<file path="config.mk">
export PLATFORM = sky130hd
export DESIGN_NAME = axi_mem_responder
export DESIGN_NICKNAME = d
export VERILOG_FILES = /design/src/rtl/axi_mem_pkg.sv /design/src/rtl/axi_mem_array.sv /design/src/rtl/axi_mem_responder.sv
export SDC_FILE = /design/constraint.sdc
export NUM_CORES = 1
export LEC_CHECK = 0
export CAP_MARGIN = 30
export CORE_MARGIN = 3
export CORE_UTILIZATION = 57
export DETAILED_ROUTE_END_ITERATION = 16
export GPL_TIMING_DRIVEN = 0
export HOLD_SLACK_MARGIN = 0.06
export PLACE_DENSITY = 0.79
export SLEW_MARGIN = 20
export SYNTH_ARGS = -nofsm -noshare
export SYNTH_HDL_FRONTEND = slang
export SYNTH_SLANG_ARGS = --single-unit
export TNS_END_PERCENT = 30
</file>
<file path="constraint.sdc">
create_clock -name clk -period 2.1 [get_ports clk]
set_input_delay 0.315 -clock clk [delete_from_list [all_inputs] [get_ports clk]]
set_output_delay 0.315 -clock clk [all_outputs]
set_load 0.05 [all_outputs]
</file>
<file path="src/rtl/axi_mem_pkg.sv">
// -----------------------------------------------------------------------------
// axi_mem_pkg
// Shared definitions for the axi_mem_responder slice:
//   - AXI response codes (OKAY / SLVERR)
//   - write and read FSM state encodings
//   - idx_width(): index width needed to address DEPTH entries (minimum 1)
// -----------------------------------------------------------------------------
package axi_mem_pkg;

    localparam logic [1:0] RESP_OKAY   = 2'b00;
    localparam logic [1:0] RESP_SLVERR = 2'b10;

    typedef enum logic [1:0] {
        W_IDLE = 2'd0,
        W_DATA = 2'd1,
        W_RESP = 2'd2
    } w_state_t;

    typedef enum logic {
        R_IDLE = 1'b0,
        R_DATA = 1'b1
    } r_state_t;

    function automatic int idx_width(input int depth);
        return (depth > 1) ? $clog2(depth) : 1;
    endfunction

endpackage

</file>
<file path="src/rtl/axi_mem_array.sv">
// -----------------------------------------------------------------------------
// axi_mem_array
// DEPTH x 8-bit storage with one synchronous write port and one registered
// read port. The storage itself is never reset so it maps onto block RAM;
// only the read output register is cleared by reset.
// A same-address read/write on one edge returns the old byte.
//
// Ports:
//   clk, reset              clock, synchronous active-high reset (read reg only)
//   wr_en, wr_idx, wr_data  write port
//   rd_en, rd_idx           read port; rd_data updates only when rd_en=1
//   rd_clear                with rd_en, load 0 instead of the stored byte
//   rd_data                 registered read data
// -----------------------------------------------------------------------------
module axi_mem_array
    import axi_mem_pkg::*;
#(
    parameter int DEPTH = 12,
    parameter int IDX_W = idx_width(DEPTH)
) (
    input  logic             clk,
    input  logic             reset,
    input  logic             wr_en,
    input  logic [IDX_W-1:0] wr_idx,
    input  logic [7:0]       wr_data,
    input  logic             rd_en,
    input  logic             rd_clear,
    input  logic [IDX_W-1:0] rd_idx,
    output logic [7:0]       rd_data
);

    logic [7:0] mem [DEPTH];
    logic [7:0] rd_data_reg;

    always_ff @(posedge clk) begin
        if (wr_en) begin
            mem[wr_idx] <= wr_data;
        end
    end

    // Non-blocking semantics give read-before-write on a collision.
    always_ff @(posedge clk) begin
        if (reset) begin
            rd_data_reg <= 8'h00;
        end else if (rd_en) begin
            rd_data_reg <= rd_clear ? 8'h00 : mem[rd_idx];
        end
    end

    assign rd_data = rd_data_reg;

endmodule

</file>
<file path="src/rtl/axi_mem_responder.sv">
// -----------------------------------------------------------------------------
// axi_mem_responder
// AXI4-Lite-style byte memory responder with independent write (AW/W/B) and
// read (AR/R) state machines, ID echo and full backpressure. All handshake
// outputs are registered; no valid input reaches a ready output
// combinationally.
//
// Optional feature macro: AXIMEM_ERR_EN
//   defined   : addresses >= DEPTH answer SLVERR, writes dropped, rdata=0
//   undefined : addresses wrap modulo DEPTH, response always OKAY
//
// Ports:
//   clk, reset                 clock, synchronous active-high reset
//   awvalid/awready/awaddr/awid write address channel
//   wvalid/wready/wdata        write data channel
//   bvalid/bready/bid/bresp    write response channel
//   arvalid/arready/araddr/arid read address channel
//   rvalid/rready/rdata/rid/rresp read data channel
// -----------------------------------------------------------------------------
module axi_mem_responder
    import axi_mem_pkg::*;
#(
    parameter int ADDR_W = 4,
    parameter int DEPTH  = 12,
    parameter int ID_W   = 1
) (
    input  logic              clk,
    input  logic              reset,
    input  logic              awvalid,
    output logic              awready,
    input  logic [ADDR_W-1:0] awaddr,
    input  logic [ID_W-1:0]   awid,
    input  logic              wvalid,
    output logic              wready,
    input  logic [7:0]        wdata,
    output logic              bvalid,
    input  logic              bready,
    output logic [ID_W-1:0]   bid,
    output logic [1:0]        bresp,
    input  logic              arvalid,
    output logic              arready,
    input  logic [ADDR_W-1:0] araddr,
    input  logic [ID_W-1:0]   arid,
    output logic              rvalid,
    input  logic              rready,
    output logic [7:0]        rdata,
    output logic [ID_W-1:0]   rid,
    output logic [1:0]        rresp
);

    localparam int IDX_W = idx_width(DEPTH);
    localparam logic [ADDR_W:0] DEPTH_C = (ADDR_W + 1)'(DEPTH);

    w_state_t          w_state_reg;
    r_state_t          r_state_reg;
    logic              awready_reg, wready_reg, bvalid_reg;
    logic              arready_reg, rvalid_reg;
    logic [ID_W-1:0]   bid_reg, rid_reg;
    logic [1:0]        bresp_reg, rresp_reg;
    logic [IDX_W-1:0]  wr_idx_reg;
    logic              wr_ok_reg;

    logic              aw_ok, ar_ok;
    logic [IDX_W-1:0]  aw_idx, ar_idx;
    logic              aw_fire, w_fire, b_fire, ar_fire, r_fire;
    logic              wr_en;

    assign aw_fire = awvalid & awready_reg;
    assign w_fire  = wvalid  & wready_reg;
    assign b_fire  = bvalid_reg & bready;
    assign ar_fire = arvalid & arready_reg;
    assign r_fire  = rvalid_reg & rready;

    // Address legality and array index for both address channels.
    always_comb begin
`ifdef AXIMEM_ERR_EN
        aw_ok  = ({1'b0, awaddr} < DEPTH_C);
        ar_ok  = ({1'b0, araddr} < DEPTH_C);
        aw_idx = aw_ok ? awaddr[IDX_W-1:0] : '0;
        ar_idx = ar_ok ? araddr[IDX_W-1:0] : '0;
`else
        aw_ok  = 1'b1;
        ar_ok  = 1'b1;
        aw_idx = IDX_W'({1'b0, awaddr} % DEPTH_C);
        ar_idx = IDX_W'({1'b0, araddr} % DEPTH_C);
`endif
    end

    // Gating with reset keeps a W beat coincident with reset from committing.
    assign wr_en = w_fire & wr_ok_reg & ~reset;

    // Write FSM. bid/bresp are loaded at the AW handshake; they are only
    // observed once bvalid rises, and stay stable until the B handshake.
    always_ff @(posedge clk) begin
        if (reset) begin
            w_state_reg <= W_IDLE;
            awready_reg <= 1'b0;
            wready_reg  <= 1'b0;
            bvalid_reg  <= 1'b0;
            bid_reg     <= '0;
            bresp_reg   <= RESP_OKAY;
            wr_idx_reg  <= '0;
            wr_ok_reg   <= 1'b0;
        end else begin
            unique case (w_state_reg)
                W_IDLE: begin
                    if (aw_fire) begin
                        wr_idx_reg  <= aw_idx;
                        wr_ok_reg   <= aw_ok;
                        bid_reg     <= awid;
                        bresp_reg   <= aw_ok ? RESP_OKAY : RESP_SLVERR;
                        awready_reg <= 1'b0;
                        wready_reg  <= 1'b1;
                        w_state_reg <= W_DATA;
                    end else begin
                        awready_reg <= 1'b1;
                    end
                end
                W_DATA: begin
                    if (w_fire) begin
                        wready_reg  <= 1'b0;
                        bvalid_reg  <= 1'b1;
                        w_state_reg <= W_RESP;
                    end
                end
                W_RESP: begin
                    if (b_fire) begin
                        bvalid_reg  <= 1'b0;
                        awready_reg <= 1'b1;
                        w_state_reg <= W_IDLE;
                    end
                end
                default: begin
                    awready_reg <= 1'b0;
                    wready_reg  <= 1'b0;
                    bvalid_reg  <= 1'b0;
                    w_state_reg <= W_IDLE;
                end
            endcase
        end
    end

    // Read FSM. rdata comes from the array's registered read port, which
    // only updates on the AR handshake and so holds while rvalid waits.
    always_ff @(posedge clk) begin
        if (reset) begin
            r_state_reg <= R_IDLE;
            arready_reg <= 1'b0;
            rvalid_reg  <= 1'b0;
            rid_reg     <= '0;
            rresp_reg   <= RESP_OKAY;
        end else begin
            unique case (r_state_reg)
                R_IDLE: begin
                    if (ar_fire) begin
                        rid_reg     <= arid;
                        rresp_reg   <= ar_ok ? RESP_OKAY : RESP_SLVERR;
                        arready_reg <= 1'b0;
                        rvalid_reg  <= 1'b1;
                        r_state_reg <= R_DATA;
                    end else begin
                        arready_reg <= 1'b1;
                    end
                end
                R_DATA: begin
                    if (r_fire) begin
                        rvalid_reg  <= 1'b0;
                        arready_reg <= 1'b1;
                        r_state_reg <= R_IDLE;
                    end
                end
                default: begin
                    arready_reg <= 1'b0;
                    rvalid_reg  <= 1'b0;
                    r_state_reg <= R_IDLE;
                end
            endcase
        end
    end

    axi_mem_array #(
        .DEPTH (DEPTH),
        .IDX_W (IDX_W)
    ) u_array (
        .clk      (clk),
        .reset    (reset),
        .wr_en    (wr_en),
        .wr_idx   (wr_idx_reg),
        .wr_data  (wdata),
        .rd_en    (ar_fire),
        .rd_clear (~ar_ok),
        .rd_idx   (ar_idx),
        .rd_data  (rdata)
    );

    assign awready = awready_reg;
    assign wready  = wready_reg;
    assign bvalid  = bvalid_reg;
    assign bid     = bid_reg;
    assign bresp   = bresp_reg;
    assign arready = arready_reg;
    assign rvalid  = rvalid_reg;
    assign rid     = rid_reg;
    assign rresp   = rresp_reg;

endmodule

</file>
---- After elaboration in Yosys (flattened, before gate mapping) ----
Memories as Yosys holds them, arrays and structs flattened. A register that Yosys moved wholly into a read port is not among the register bits.
Index checks and enable logic that the tools add are counted.
word-level totals
  flip-flop bits (word level) ............. 15
  latch bits .............................. 0
  RAM bits ................................ 96
  ROM bits ................................ 0
  input port bits ......................... 25
  output and inout port bits .............. 19
  word-level logic and storage cells ...... 65
  memories ................................ 1
memory list
  name         words  bits a word  rd ports  clocked after memory_dff  write ports  line                 RTL
  u_array.mem  12     8            1         1                         1            axi_mem_array.sv:32  logic [7:0] mem [DEPTH];
cells by class
  $add $sub $neg .......................... 0
  $mul .................................... 0
  div/mod/pow operators ................... 2
  magnitude comparators ................... 0
  equality and inequality tests ........... 7
  shift operators ......................... 0
  multiplexer cells ....................... 24
  bitwise logic cells ..................... 12
  reduce and logical (&&, ||, !) cells .... 8
operators with widths
  kind                                                    number
  two-way mux 1 bit                                       14
  remainder unit 4 x 4 -> 5 bit (second input constant)   2
  case mux 1 bit (3 select lines)                         3
  AND reduction 3 bit                                     3
  inequality test 2 bit (second input constant)           4
  AND reduction 2 bit                                     4
  bitwise AND 1 bit                                       7
  two-way mux 2 bit                                       3
  case mux 1 bit (2 select lines)                         3
  case mux 2 bit (3 select lines)                         1
  inverter 1 bit                                          5
  == test 2 x 1 -> 1 bit (second input constant)          1
  == test 2 bit (second input constant)                   1
  zero test 2 bit                                         1
  inequality test 2 x 1 -> 1 bit (second input constant)  1

---- Depth between registers and ports, before layout ----
Gate-level depths: netlist of the first run.
  depth in word-level cells ............... 5
  mapped depth ............................ 6
  depth with buffers taken out ............ 4

---- Hierarchy ----
Synthesis of the first run repeated with hierarchy kept, for this count alone.
unflattened totals
  cell total of the unflattened synthesis .. 272
  area total of the unflattened synthesis .. 4629.4 µm²
by module, submodules not included
  module             times used  cells an instance  area an instance (µm²)  sequential area each (µm²)
  axi_mem_array      1           200                3997.6                  3042.9
  axi_mem_responder  1           72                 631.9                   300.3

---- Worst setup path after synthesis of the first run ----
No wires, ideal clock.
  kind .................................... flip-flop to flip-flop
  start ................................... register wready_reg, in the netlist wready
  end ..................................... memory u_array.mem[0][0], enable pin
  library setup time ...................... 0.383 ns
  arrival time ............................ 1.849 ns
  data required time ...................... 1.717 ns
  setup slack ............................. -0.133 ns
  stages on the path, launching flop included .. 4
  path buffers ............................ 0
  clock period less this slack ............ 2.233 ns
  cells stage by stage .................... dfxtp_1 nand4b_1 or3_1 nor3_1
on the way
  longest elaborated chain between the ends .. 5
RTL lines
  element                                  line                      RTL
  start, declared                          axi_mem_responder.sv:56   logic awready_reg, wready_reg, bvalid_reg;
  start signal, assigned                   axi_mem_responder.sv:98   wready_reg <= 1'b0;
  start signal, assigned                   axi_mem_responder.sv:113  wready_reg <= 1'b1;
  start signal, assigned                   axi_mem_responder.sv:121  wready_reg <= 1'b0;
  bitwise AND 1 bit                        axi_mem_responder.sv:69   assign w_fire = wvalid & wready_reg;
  bitwise AND 1 bit (2 in series)          axi_mem_responder.sv:90   assign wr_en = w_fire & wr_ok_reg & ~reset;
  two-way mux 1 bit                        axi_mem_array.sv:36       if (wr_en) begin
  two-way mux 1 bit (not written as such)  axi_mem_array.sv:37       mem[wr_idx] <= wr_data;
  end, declared                            axi_mem_array.sv:32
No other way between the ends.

---- Final worst setup path of the first run ----
  start ................................... input reset
  end ..................................... memory u_array.mem[1][7], enable pin
on the way
  longest elaborated chain between the ends .. 4
RTL lines
  element                                  line                     RTL
  start, declared                          axi_mem_responder.sv:28  input logic reset,
  inverter 1 bit                           axi_mem_responder.sv:90
  bitwise AND 1 bit                        axi_mem_responder.sv:90
  two-way mux 1 bit                        axi_mem_array.sv:36
  two-way mux 1 bit (not written as such)  axi_mem_array.sv:37
No other way between the ends.

==> out/results.tsv, run 1 <==
metric	value	unit
worst endpoint required time	2.23	ns
CP startpoint kind	input port	
CTS root buf	clkbuf_8	
die height	98.2	um
largest net degree at the start of global routing	17	
R2R cell count	3	
minimum clock period	2.11	ns
gr ovfl total	0	
Pre-Repair DR Iteration Count	5	
placed cell areas	0.00540	mm2
Min-Delay Path Class	input port to register	
CP max FO	8	
PnR worst setup slack	-0.0141	ns
vias in the first global route	3124	
fin. max-slew vios	0	
Tcrit/Tclk final	101	%
initial drt markers	235	
CP endpoint kind	register	
WL final	11.0	mm
Yosys top cell area share	59.5	%
antenna violations before repair	0	
Final ANT Viol Nets	0	
vias per cell	6.05	
DRC errors left	0	
post-CTS sizing	0	
CTS max path bufs	2	
area leader, netlist	edfxtp_1	
Hold Crit Start	arid	
clk_skew	0.00971	ns
Boundary Pins	44	
ys flop type	edfxtp_1	
Final Wtd Congestion	0.824	
area grow syn2layout	22.2	%
CTS Hold Bufs	0	
cells after synthesis	333	
Die W	98.2	um
final hold violations	0	
Starting Density	59.0	%
Worst-Skew Late Latency	0.50	ns
count of cell types in the netlist	36	
R2R Setup Slk	0.08	ns
EDFF count, synth	96	
final net count	420	
Routed wire per std cell	21.4	um
R2R Path Start	wready$_SDFFE_PP0P_	
CTS Sinks	119	
largest cells by area after synthesis	edfxtp_1 (59%), mux2i_1 (10%), dfxtp_1 (9.5%), a22oi_1 (2.3%), nor2_1 (2.2%)	
Worst slew margin	39.3	%
Max IR drop VDD	0.567	mV
outcome	finished, violations left	
RSZ-0062 raised after global routing	true	
via count	3102	
top cells by count, synth	edfxtp_1 (96), mux2i_1 (49), nor2_1 (28), dfxtp_1 (23), nand2_1 (20)	
share of layout cells above drive strength 1	14.7	%
worst hold path depth	3	
Ys Warns	0	
f_max	0.473	GHz
clock transition at the registers of the reported paths	0.05	ns
synthesis-stage register bit count	119	
first-pass GRT wire length	17.0	mm
Setup Fix Bufs, Post-CTS	0	
number of buffers created by CTS	17	
row count	33	
failing checks	setup timing	
Leak Pwr	2.09	nW
Async SR Flop Fraction	0	%
WHS Endpoint	rid$_SDFFE_PP0N_	
Post-Layout Cell Count	513	
full die area	0.00964	mm2
Fillers	554	
crit path DAT	2.24	ns
sequential fraction of the synthesis area	69.0	%
area of the mapped netlist	0.00485	mm2
total track usage	23.7	%
Placed Cells incl. Taps	481	
n_diodes	0	
detailed placement HPWL	6.69	mm
Setup Viol. Count Final	14	
Crit Path Category	input port to register	
worst-margin pin slew	0.907	ns
H-tree depth	4	
Core Box Area	0.00822	mm2
power per cell area	926	mW/mm2
Non-Filler Cell Area, Final	0.00592	mm2
Buffers on Ports	38	
RR Endpoint	u_array.mem[1][7]$_DFFE_PP_	
Avg Inst Size Synth	14.6	um2
count leader, synth	edfxtp_1	
TritonCTS clock tree	yes	
max FFs per register	96	
maximum capacitance violations	0	
## worst max-delay path, cell delays in order
cell and delay, ns:
clkdlybuf4s50_1 0.55, nand4b_1 0.30, or3_1 0.41, nor3_2 0.65
## per-layer routing
layer	track usage [%]	vias up	part of all wire (%)
li1	-	1404	-
met1	29.7	1503	39
met2	39.4	159	49
met3	6.43	36	8.1
met4	9.77	0	3.6
met5	0	-	0
## placed cells by master (no fill, tap or decap), types with 5 or more instances in the layout
master / instances
nand2b_1: 5
buf_6: 5
nand2_1: 20
buf_4: 6
a21oi_1: 17
clkbuf_16: 16
dfxtp_1: 23
nand3_1: 7
clkdlybuf4s50_1: 37
mux2i_1: 49
clkbuf_1: 12
a32oi_1: 7
a22oi_1: 15
mux2_2: 7
clkinv_2: 8
nor2_1: 25
a221oi_1: 7
edfxtp_1: 96
## worst max-delay path by stage
| stage | cells after the start | to | slack [ns] | startpoint |
|---|---|---|---|---|
| 3_5_place_dp | 4 | u_array.mem[8][1]$_DFFE_PP_ | -0.52 | reset |
| 3_3_place_gp | 4 | u_array.mem[1][2]$_DFFE_PP_ | -0.95 | reset |
| 5_1_grt | 4 | u_array.mem[9][3]$_DFFE_PP_ | -0.11 | reset |
| 2_1_floorplan | 3 | u_array.mem[1][0]$_DFFE_PP_ | -0.13 | wready$_SDFFE_PP0P_ |
| 6_report | 4 | u_array.mem[1][7]$_DFFE_PP_ | -0.01 | reset |
| 4_1_cts | 4 | u_array.mem[8][7]$_DFFE_PP_ | 0.008 | reset |
## cell families (layout without fill, tap and decap cells)
| kind of cell | after synthesis | after routing | synth area share (%) |
|---|---|---|---|
| compound gates | 54 | 54 | 8.06 |
| xor+xnor | 1 | 1 | 0.181 |
| buf+inv | 24 | 96 | 3.05 |
| flops | 119 | 119 | 69.0 |
| mux | 57 | 57 | 12.3 |
| other cells | 1 | 4 | 0.0774 |
| simple gates | 77 | 77 | 7.36 |
## through the flow
| step | power [mW] | setup TNS [ns] | worst slack (ns) | hold slack [ns] | util [%] |
|---|---|---|---|---|---|
| after floorplan | 2.92 | -1.05 | -0.131 | 0.394 | - |
| after global placement | 3.08 | -49.68 | -0.951 | 0.453 | 65.4 |
| after detailed placement | 3.09 | -36.75 | -0.520 | 0.466 | 65.8 |
| after CTS | 5.49 | 0 | 0.00807 | 0.351 | 71.9 |
| after global routing | 5.65 | -1.73 | -0.112 | 0.353 | 72.1 |
| final | 5.48 | -0.0916 | -0.0141 | 0.367 | 72.1 |
## final cells by class
cell class	instances	area, um2	share of cell area [%]
flip-flops and latches	119	3340	56.5
multi-input cells	193	1400	23.6
clock buffers	21	439	7.42
repair buffers	40	398	6.72
plain buffers	22	140	2.37
well taps	105	131	2.22
clock inverters	11	62.6	1.06
inverters	2	7.51	0.127
## power by group
part	internal [mW]	leakage (nW)	total, mW	switching (mW)
clock network	1.46	0.247	2.42	0.968
logic	0.174	0.795	0.454	0.279
registers	2.58	1.05	2.60	0.0254
total	4.21	2.09	5.48	1.27
Note: power is estimated with default switching activity, not from simulation.
==> run 2: changes to the inputs <==
SLEW_MARGIN = unset   (was 20)
==> run 2 against run 1 <==
Effect of this change:
- routed wire length fell by 2.9%
- clock skew grew 0.0029 ns
- cell area grew 0.68%
- hold slack got worse by 0.0035 ns
- largest power group is now the clock network
- core utilization grew 0.49 points
- die area is the same
- power up 4.3%
- clock-buffer cell count is the same
- setup slack better by 0.064 ns
- via count is 0.61% lower
- clock power increased by 9.9%
- the run now ends clean
- largest cell class unchanged
- final cell count shrank 0.19%
==> out/results.tsv, run 2 (synthesis results as in run 1) <==
metric	value	unit	change
Max IR drop VDD	0.738	mV	+30%
Util after Layout	72.6	%	+0.49 points
placed cell areas	0.00539	mm2	-0.23%
total power	5.72	mW	+4.3%
full die area	0.00964	mm2	unchanged
total track usage	23.5	%	-0.20 points
largest net degree at the start of global routing	17		unchanged
Boundary Pins	44		unchanged
Min-Delay Path Class	input port to register		
CP endpoint kind	register		
clock transition at the registers of the reported paths	0.05	ns	about the same
final net count	419		-0.24%
Pre-Repair DR Iteration Count	5		unchanged
Buffers on Ports	38		unchanged
Die W	98.2	um	unchanged
minimum clock period	2.05	ns	-0.0643 ns
n_diodes	0		unchanged
worst endpoint required time	2.23	ns	about the same
Starting Density	59.0	%	unchanged
CP startpoint kind	input port		
PnR worst setup slack	0.0502	ns	+0.0643 ns
H-tree depth	4		unchanged
die height	98.2	um	unchanged
Placed Cells incl. Taps	480		-0.21%
Worst slew margin	36.5	%	-2.8 points
DRC errors left	0		unchanged
Final Wtd Congestion	0.824		unchanged
worst-margin pin slew	0.947	ns	+0.0401 ns
Worst-Skew Late Latency	0.51	ns	about the same
Setup TNS	0	ns	+0.0916 ns
CTS Sinks	119		unchanged
TritonCTS clock tree	yes		
vias per cell	6.02		-0.42%
CP max FO	8		unchanged
Fillers	552		-0.36%
initial drt markers	262		+11%
via count	3083		-0.61%
Setup Fix Bufs, Post-CTS	0		unchanged
multi-input combinational cell area	0.00140	mm2	unchanged
WL final	10.7	mm	-2.9%
RSZ-0062 raised after global routing	true		
antenna violations before repair	0		unchanged
Non-Filler Cell Area, Final	0.00596	mm2	+0.68%
Post-Layout Cell Count	512		-0.19%
Final ANT Viol Nets	0		unchanged
Place WS	-0.639	ns	-0.119 ns
Leak Pwr	2.11	nW	+0.90%
first-pass GRT wire length	16.8	mm	-1.3%
max FFs per register	96		unchanged
detailed placement HPWL	6.61	mm	-1.3%
CTS max path bufs	2		unchanged
final hold violations	0		unchanged
row count	33		unchanged
power per cell area	959	mW/mm2	+3.6%
commonest non-fill, non-tap cell in the layout	edfxtp_1		
share of layout cells above drive strength 1	14.5	%	-0.21 points
maximum capacitance violations	0		unchanged
number of buffers created by CTS	17		unchanged
Crit Path Category	input port to register		
Register Area	0.00334	mm2	unchanged
vias in the first global route	3158		+1.1%
CTS root buf	clkbuf_8		
Setup Viol. Count Final	0		-14
Tcrit/Tclk final	97.6	%	-3.1 points
gr ovfl total	0		unchanged
Routed wire per std cell	20.8	um	-2.7%
commonest cells after routing, fill and taps aside	edfxtp_1 (96), mux2i_1 (49), clkdlybuf4s50_1 (37), nor2_1 (25), dfxtp_1 (23)		
fin. max-slew vios	0		unchanged
f_max	0.488	GHz	+3.1%
clk_skew	0.0126	ns	+0.00292 ns
Core Box Area	0.00822	mm2	unchanged
outcome	completed		
crit path DAT	2.18	ns	-0.06 ns
Hold Slack	0.363	ns	-0.00352 ns
area grow syn2layout	23.0	%	
## run 2: power breakdown
group / internal [mW] / switching [mW]
clock network: 1.70 / 0.965
registers: 2.58 / 0.0250
logic: 0.174 / 0.276
total: 4.45 / 1.27
## run 2: layout make-up
cell class                 count  area share (%)
buffer                        22            2.35
inverter                       2           0.126
tap                          105            2.20
multi-input combinational    193            23.5
clock buffer                  21            7.37
timing repair buffer          39            6.55
clock inverter                11            1.85
sequential                   119            56.1
## run 2: repair_timing
action / 4_1_cts / 5_1_grt
cloned: 0 / 0
setup endpoints to repair: 5 / 37
hold buffers: 0 / 0
resized for setup: 1 / 5
## run 2: path summary, 6_finish.rpt
check	startpoint	endpoint	slack [ns]	cells past startpoint
max	reset	u_array.mem[5][1]$_DFFE_PP_	0.05	4
min	arid	rid$_SDFFE_PP0N_	0.36	3
max reg2reg	wready$_SDFFE_PP0P_	u_array.mem[5][1]$_DFFE_PP_	0.10	3
min reg2reg	wr_ok_reg$_SDFFE_PP0P_	wr_ok_reg$_SDFFE_PP0P_	0.48	2
## run 2: routing by layer
metal	GRT usage (%)	wire, um
met1	29.0	4170
met2	38.5	5440
met3	7.57	759
met4	9.98	284
met5	0	0
## run 2: worst max-delay path, stage by stage
cell and delay, ns:
clkdlybuf4s50_1 0.53, nand4b_1 0.30, or3_1 0.40, nor2_1 0.63
==> run 3: changes to the inputs <==
RECOVER_POWER = 50   (was unset)
==> run 3 against run 2 <==
Effect of this change:
- sequential cell count unchanged
- fmax grew 0.13%
- register-to-register slack is essentially flat
- clock-buffer cell count stayed put
- sequential share of layout area is essentially flat
- via count increased by 0.52%
- sequential power barely moved
- setup slack improved by 0.0027 ns
- die area is the same
- global-route usage unchanged
==> out/results.tsv, run 3 (synthesis results as in run 1) <==
metric	value	unit	change
clk_skew	0.0149	ns	+0.00230 ns
RSZ-0062 raised after global routing	true		
Die W	98.2	um	unchanged
area grow syn2layout	22.9	%	about the same
H-tree depth	4		unchanged
worst-margin pin slew	1.12	ns	+0.175 ns
Final ANT Viol Nets	0		unchanged
Worst slew margin	24.6	%	-12 points
clock transition at the registers of the reported paths	0.05	ns	about the same
share of layout cells above drive strength 1	14.3	%	-0.25 points
CP endpoint kind	register		
via count	3099		+0.52%
first-pass GRT wire length	16.8	mm	unchanged
CTS max path bufs	2		unchanged
f_max	0.488	GHz	+0.13%
detailed placement HPWL	6.61	mm	unchanged
met3 WL post-DR	716	um	-5.7%
fin. max-slew vios	0		unchanged
row count	33		unchanged
crit path DAT	2.18	ns	about the same
commonest non-fill, non-tap cell in the layout	edfxtp_1		
power per cell area	959	mW/mm2	about the same
Worst-Skew Late Latency	0.51	ns	about the same
Leak Pwr	2.11	nW	about the same
largest net degree at the start of global routing	17		unchanged
Setup Viol. Count Final	0		unchanged
Clk pwr share	46.6	%	about the same
CP startpoint kind	input port		
CP max FO	8		unchanged
total power	5.72	mW	about the same
WL final	10.6	mm	about the same
Min-Delay Path Class	input port to register		
M1 wire length	4.17	mm	about the same
n_diodes	0		unchanged
antenna violations before repair	0		unchanged
switching fraction of total power	22.2	%	+0.033 points
maximum capacitance violations	0		unchanged
Routed wire per std cell	20.8	um	about the same
Max IR drop VDD	0.743	mV	+0.61%
Util after Layout	72.5	%	about the same
vias in the first global route	3158		unchanged
outcome	completed		
worst endpoint required time	2.23	ns	about the same
Int Pwr	4.45	mW	about the same
top sig layer	met4		
minimum clock period	2.05	ns	-0.00265 ns
met2 wire len	5.48	mm	+0.77%
CTS root buf	clkbuf_8		
Boundary Pins	44		unchanged
final net count	419		unchanged
total track usage	23.5	%	unchanged
Tcrit/Tclk final	97.5	%	-0.13 points
Core Box Area	0.00822	mm2	unchanged
Pre-Repair DR Iteration Count	4		-1
TritonCTS clock tree	yes		
Critical Path Slowest Stage Cell	nor2_1		
Top Family by Delay on Critical Path	simple AND/OR/NAND/NOR gates		
Comb pwr share	7.8	%	about the same
max FFs per register	96		unchanged
Switch Pwr	1.27	mW	+0.12%
commonest cells after routing, fill and taps aside	edfxtp_1 (96), mux2i_1 (49), clkdlybuf4s50_1 (29), nor2_1 (25), dfxtp_1 (23)		
DRC errors left	0		unchanged
sequential share of power	45.5	%	about the same
gr ovfl total	0		unchanged
Starting Density	59.0	%	unchanged
number of buffers created by CTS	17		unchanged
vias per cell	6.05		+0.52%
Setup Fix Bufs, Post-CTS	0		unchanged
Crit path buffers/inverters	1		unchanged
CTS Sinks	119		unchanged
final hold violations	0		unchanged
full die area	0.00964	mm2	unchanged
Final Wtd Congestion	0.824		unchanged
initial drt markers	267		+1.9%
critical path, cell by cell	clkdlybuf4s50_1, nand4b_1, or3_1, nor2_1		
CP max stage delay	0.62	ns	about the same
Setup TNS	0	ns	unchanged
die height	98.2	um	unchanged
Buffers on Ports	38		unchanged
Crit Path Category	input port to register		
run 3: power groups by stage:
stage | combinational [mW] | clock [mW] | sequential [mW]
floorplan | 0.207 | 0 | 2.71
detailed placement | 0.441 | 0 | 2.65
global placement | 0.432 | 0 | 2.65
CTS | 0.449 | 2.69 | 2.60
global route | 0.477 | 2.82 | 2.60
finish | 0.447 | 2.67 | 2.60
run 3: routing by layer:
| metal | vias to the layer above | GRT usage (%) |
|---|---|---|
| met1 | 1529 | 29.0 |
| met3 | 26 | 7.57 |
| met4 | 0 | 9.98 |
| met5 | - | 0 |
| met2 | 138 | 38.5 |
| li1 | 1406 | - |
run 3: final timing paths:
kind | slack [ns] | endpoint | depth (start not counted) | start
hold reg to reg | 0.49 | wr_ok_reg$_SDFFE_PP0P_ | 2 | wr_ok_reg$_SDFFE_PP0P_
setup / recovery | 0.05 | u_array.mem[5][1]$_DFFE_PP_ | 4 | reset
hold / removal | 0.36 | rid$_SDFFE_PP0N_ | 3 | arid
setup reg to reg | 0.10 | u_array.mem[5][1]$_DFFE_PP_ | 3 | wready$_SDFFE_PP0P_
run 3: layout make-up:
type                    count  area (um2)
multi-input cells         193        1400
well taps                 105         131
inverters                   2        7.51
clock inverters            11         110
repair buffers             39         390
plain buffers              22         140
flip-flops and latches    119        3340
fillers                   553        2260
clock buffers              21         439
run 3: timing repair:
action / in CTS / in global routing
hold buffers: 0 / 0
hold endpoints to repair: 0 / 0
resized for setup: 1 / 5
setup endpoints to repair: 5 / 37
run 3: tightest hold or removal path, delay by kind of cell:
kind | cells | cell delay, ns
buffers and inverters | 1 | 0.40
AO/OA/AOI/OAI | 1 | 0.05
AND/OR/NAND/NOR | 1 | 0.06
run 3: metrics by stage:
| stage | instance area [um2] | cells | setup slack (ns) | hold WS, ns |
|---|---|---|---|---|
| 2_1_floorplan | 4860 | 336 | -0.131 | 0.394 |
| 4_1_cts | 5950 | 512 | 0.0141 | 0.339 |
| 3_3_place_gp | 5370 | 479 | -0.951 | 0.453 |
| 5_1_grt | 5960 | 512 | -0.0308 | 0.357 |
| 6_report | 5960 | 512 | 0.0528 | 0.359 |
| 3_5_place_dp | 5390 | 480 | -0.639 | 0.465 |
